--- config.mk ---
export PLATFORM = sky130hd
export DESIGN_NAME = fetch_imem_rsp_fifo
export DESIGN_NICKNAME = d
export VERILOG_FILES = /design/src/rtl/fetch_imem_rsp_fifo.sv
export SDC_FILE = /design/constraint.sdc
export NUM_CORES = 1
export LEC_CHECK = 0
export ABC_CLOCK_PERIOD_IN_PS = 4300
export BUFFER_PORTS_ARGS = -buffer_cell sky130_fd_sc_hd__buf_2
export CORE_MARGIN = 5
export CORE_UTILIZATION = 56
export CTS_CLUSTER_DIAMETER = 150
export DETAILED_ROUTE_END_ITERATION = 8
export GPL_TIMING_DRIVEN = 0
export MAX_ROUTING_LAYER = met4
export PLACE_DENSITY = 0.78
export SLEW_MARGIN = 25
export SYNTH_ARGS = -nofsm -noshare
export SYNTH_HDL_FRONTEND = slang
export SYNTH_SLANG_ARGS = --single-unit
--- constraint.sdc ---
create_clock -name clk -period 4.3 [get_ports clk]
set_clock_uncertainty 0.1 [all_clocks]
set_input_delay 0.86 -clock clk [delete_from_list [all_inputs] [get_ports clk]]
set_output_delay 0.86 -clock clk [all_outputs]
set_load 0.02 [all_outputs]
--- src/rtl/fetch_imem_rsp_fifo.sv ---
// Synchronous response FIFO with a one-cycle flush.
// Pointers carry an extra wrap bit so full and empty are distinguishable.
module fetch_imem_rsp_fifo #(
   parameter int  WIDTH = 33,
   parameter int  DEPTH = 4,
   localparam int PTR_W = $clog2(DEPTH) + 1
) (
   input  logic             clk,
   input  logic             rst_n,
   input  logic             flush,
   input  logic             push,
   input  logic [WIDTH-1:0] wdata,
   input  logic             pop,
   output logic [WIDTH-1:0] rdata,
   output logic             full,
   output logic             empty,
   output logic [PTR_W-1:0] count
);

   localparam int IDX_W = (DEPTH > 1) ? $clog2(DEPTH) : 1;

   logic [WIDTH-1:0] mem [DEPTH];
   logic [PTR_W-1:0] wr_ptr;
   logic [PTR_W-1:0] rd_ptr;
   logic [IDX_W-1:0] wr_idx;
   logic [IDX_W-1:0] rd_idx;
   logic             do_push;
   logic             do_pop;

   assign count  = wr_ptr - rd_ptr;
   assign empty  = (wr_ptr == rd_ptr);
   assign full   = (count == PTR_W'(DEPTH));
   assign wr_idx = (DEPTH > 1) ? wr_ptr[IDX_W-1:0] : '0;
   assign rd_idx = (DEPTH > 1) ? rd_ptr[IDX_W-1:0] : '0;

   // A push into a full FIFO is only legal when the head leaves in the same cycle.
   assign do_pop  = pop && !empty && !flush;
   assign do_push = push && !flush && (!full || do_pop);

   assign rdata = mem[rd_idx];

   // NOTE: state registers use non-blocking assignments so every flop samples pre-edge values.
   always_ff @(posedge clk or negedge rst_n) begin
      if (!rst_n) begin
         wr_ptr <= '0;
         rd_ptr <= '0;
      end else if (flush) begin
         wr_ptr <= '0;
         rd_ptr <= '0;
      end else begin
         if (do_push) wr_ptr <= wr_ptr + PTR_W'(1);
         if (do_pop)  rd_ptr <= rd_ptr + PTR_W'(1);
      end
   end

   // NOTE: storage is not reset; the pointers alone define which entries are meaningful.
   always_ff @(posedge clk) begin
      if (do_push) mem[wr_idx] <= wdata;
   end

endmodule

==> flow_summary_export.csv <==
group,metric,value,unit
setup_path,critPathLaunchType,"flip-flop",
die,start_util,57.2,%
sta,drv_slew,0,
pwr,p_per_area,626,nW/um^2
worst_hold_path,min_path_type,"input port to async pin",
cts,cts_tree,"built",
setup_path,required,3.34,ns
setup_path,critical-path-top-delay-family,"buffers and inverters",
cells_and_area,design_area,6500,sq um
cts,h-tree-depth,4,
logic_synthesis,ys_seq_area_share,78.2,%
cells_and_area,n_antenna_cell,0,
logic_synthesis,yosysTopAreaCellShare,75.4,%
die,die_w,107,um
placed_design,io_buffers,75,
die,rows,35,
cells_and_area,fin_util,70.7,%
logic_synthesis,yosysTopAreaCell,"edfxtp_1",
cells_and_area,final_nets,368,
sta,fin_tns_setup,0,ns
setup_path,slowest_stage,"buf_1",
global_route,grt_pass1_wl,14.1,mm
cts,clk_latency,0.49,ns
placed_design,dpl_worst_slack,0.509,ns
logic_synthesis,synth_edf_count,132,
logic_synthesis,yosysWarnings,0,
cts,cts-hold-fix-buffers,0,
setup_path,path_cells,"clkbuf_1 > buf_1 > inv_1 > fa_1 > xnor3_2 > nor3b_4 > buf_2",
setup_path,cpPeakStageDelay,0.55,ns
drt,viasPerCell,5.53,
pwr,power_leakage,2.31,nW
cts,clock-sinks,138,
run,cap_violations,0,
logic_synthesis,ys_types,25,
cts,numCtsBuffers,17,
logic_synthesis,syn_inst,224,
pwr,peakVddDrop,0.315,mV
logic_synthesis,synth_nets,270,
cts,cts_resized,0,
cells_and_area,layout-drive-gt1-share,46.3,%
cts,clockRootBuffer,"clkbuf_8",
sta,slew_headroom,56.5,%
global_route,grt-ovfl-total,0,
cells_and_area,fillers,550,
placed_design,dp_hpwl,5.78,mm
sta,worst_slew_pin_slew,0.652,ns
drt,drtAntennaViolNets,0,
drt,num_vias,2468,
outcome,status,"finished clean",
logic_synthesis,ys_top_cells_by_area,"edfxtp_1 (75%), mux4_2 (14%), dfrtp_1 (2.9%)",
sta,setup_viol,0,
die,die_area,11400,sq um
logic_synthesis,async_reset_ff_share,4.35,%
cts,clock_path_buffers,2,
sta,min_period,4.02,ns
cts,clk_pin_slew,0.06,ns
logic_synthesis,synth_area,5260,sq um
logic_synthesis,syn_area_per_cell,23.5,sq um
sta,fmaxAchievable,0.249,GHz
cts,cts_setup_buffers,0,
drt,drc,0,
die,core_area,9200,sq um
cells_and_area,syn_to_final_growth,23.7,%
logic_synthesis,ys_ff_latch,138,
die,io_pins,76,
sta,fin_crit_sh,93.4,%
sta,layout_setup_ws,0.282,ns
logic_synthesis,synthFlopType,"edfxtp_1",
setup_path,critical_path_buf_inv_count,4,
setup_path,path_class,"flip-flop to output port",
drt,drt_wl_total,8.96,mm
sta,grt_setup_unrepaired,"no",
drt,drtPass1Iterations,4,
placed_design,post_dp_cell_area,5890,sq um
sta,holdWs,0.0858,ns
setup_path,endpoint_kind,"output port",
drt,wl_per_cell,20.1,um
placed_design,placedCellCount,414,
logic_synthesis,post-synth-top-count-cell,"edfxtp_1",
global_route,antenna_found_initial,0,
drt,first_iter_violations,84,
sta,hold_viol,0,
global_route,grtUsageTotal,17.3,%
setup_path,crit_fanout,10,
global_route,grt_pass1_vias,2620,
die,chipHeight,107,um
global_route,grt_max_degree,20,
logic_synthesis,synth_common_cells,"edfxtp_1 (132), mux4_2 (33), ha_1 (7), nor2_1 (7), dfrtp_1 (6)",
setup_path,cp.arrival,3.06,ns
cells_and_area,layout.cells.non_filler,446,
pwr,finalPower,4.07,mW
placed_design,gp_congestion,0.718,
==> flip-flops by register name, indices dropped and copies added (netlist names) <==
signal	cells
mem	132
rd_ptr	3
wr_ptr	3
==> cell families (layout without fill, tap and decap cells) <==
family,count (synthesis),after routing,synth area share [%]
flip-flops,138,138,78.2
multiplexers,37,37,15.0
AND/OR/NAND/NOR,18,18,2.00
buffers and inverters,14,125,1.09
adder cells (fa/ha/maj),8,8,2.05
AO/OA/AOI/OAI,5,5,0.643
XOR/XNOR,4,4,0.952
==> routing by layer <==
metal | vias up | global-route usage, % | wire length (um)
met5 | - | - | 0
met4 | 0 | 4.38 | 93
met3 | 10 | 4.52 | 355
met2 | 57 | 28.7 | 4720
met1 | 1277 | 21.7 | 3790
li1 | 1124 | - | -
==> placed cells by master, fill, tap and decap left out, types with 2 or more instances in the layout <==
| cell | synthesis | layout |
|---|---|---|
| dfrtp_1 | 6 | 6 |
| ha_1 | 7 | 7 |
| mux4_2 | 33 | 33 |
| and2_2 | 0 | 3 |
| nor2_1 | 7 | 7 |
| a21oi_1 | 2 | 2 |
| buf_16 | 0 | 4 |
| nand2b_1 | 3 | 3 |
| mux2i_1 | 2 | 2 |
| bufinv_16 | 0 | 4 |
| clkbuf_1 | 4 | 5 |
| inv_1 | 5 | 5 |
| clkbuf_16 | 0 | 16 |
| xor2_1 | 3 | 3 |
| clkinv_4 | 0 | 6 |
| nand2_1 | 2 | 2 |
| edfxtp_1 | 132 | 132 |
| buf_2 | 4 | 79 |
==> worst reg2reg max path, delay by kind of cell, from the launching register on <==
kind | cells | cell delay, ns
buf+inv | 4 | 1.31
simple gates | 2 | 0.77
fa+ha+maj | 1 | 0.43
flops | 1 | 0.34
xor+xnor | 1 | 0.24
compound gates | 1 | 0.24
==> cell type report <==
class	count	area, sq um	area share [%]
clock inverter	14	198	3.04
sequential	138	4110	63.3
buffer	9	38.8	0.596
timing repair buffer	79	485	7.47
tap	111	139	2.14
clock buffer	18	418	6.43
multi-input combinational	72	1090	16.8
inverter	5	18.8	0.289
==> worst paths after layout <==
| check | startpoint | end | slack (ns) | depth (start not counted) |
|---|---|---|---|---|
| max | rd_ptr[1] | full | 0.28 | 7 |
| min | rst_n | rd_ptr[2] | 0.09 | 1 |
| max reg2reg | rd_ptr[1] | mem[0][9] | 0.58 | 9 |
| min reg2reg | rd_ptr[1] | rd_ptr[1] | 0.53 | 3 |
| max in group asynchronous | rst_n | wr_ptr[0] | 3.86 | 1 |
| min in group clk | wdata[20] | mem[1][20] | 0.48 | 1 |
==> report_power, final <==
group          internal (mW)  leakage [nW]  switching (mW)
logic                  0.423         0.735           0.572
registers               1.57          1.28          0.0268
clock network          0.946         0.297           0.530
No activity file was read; power rests on OpenSTA's default activity.
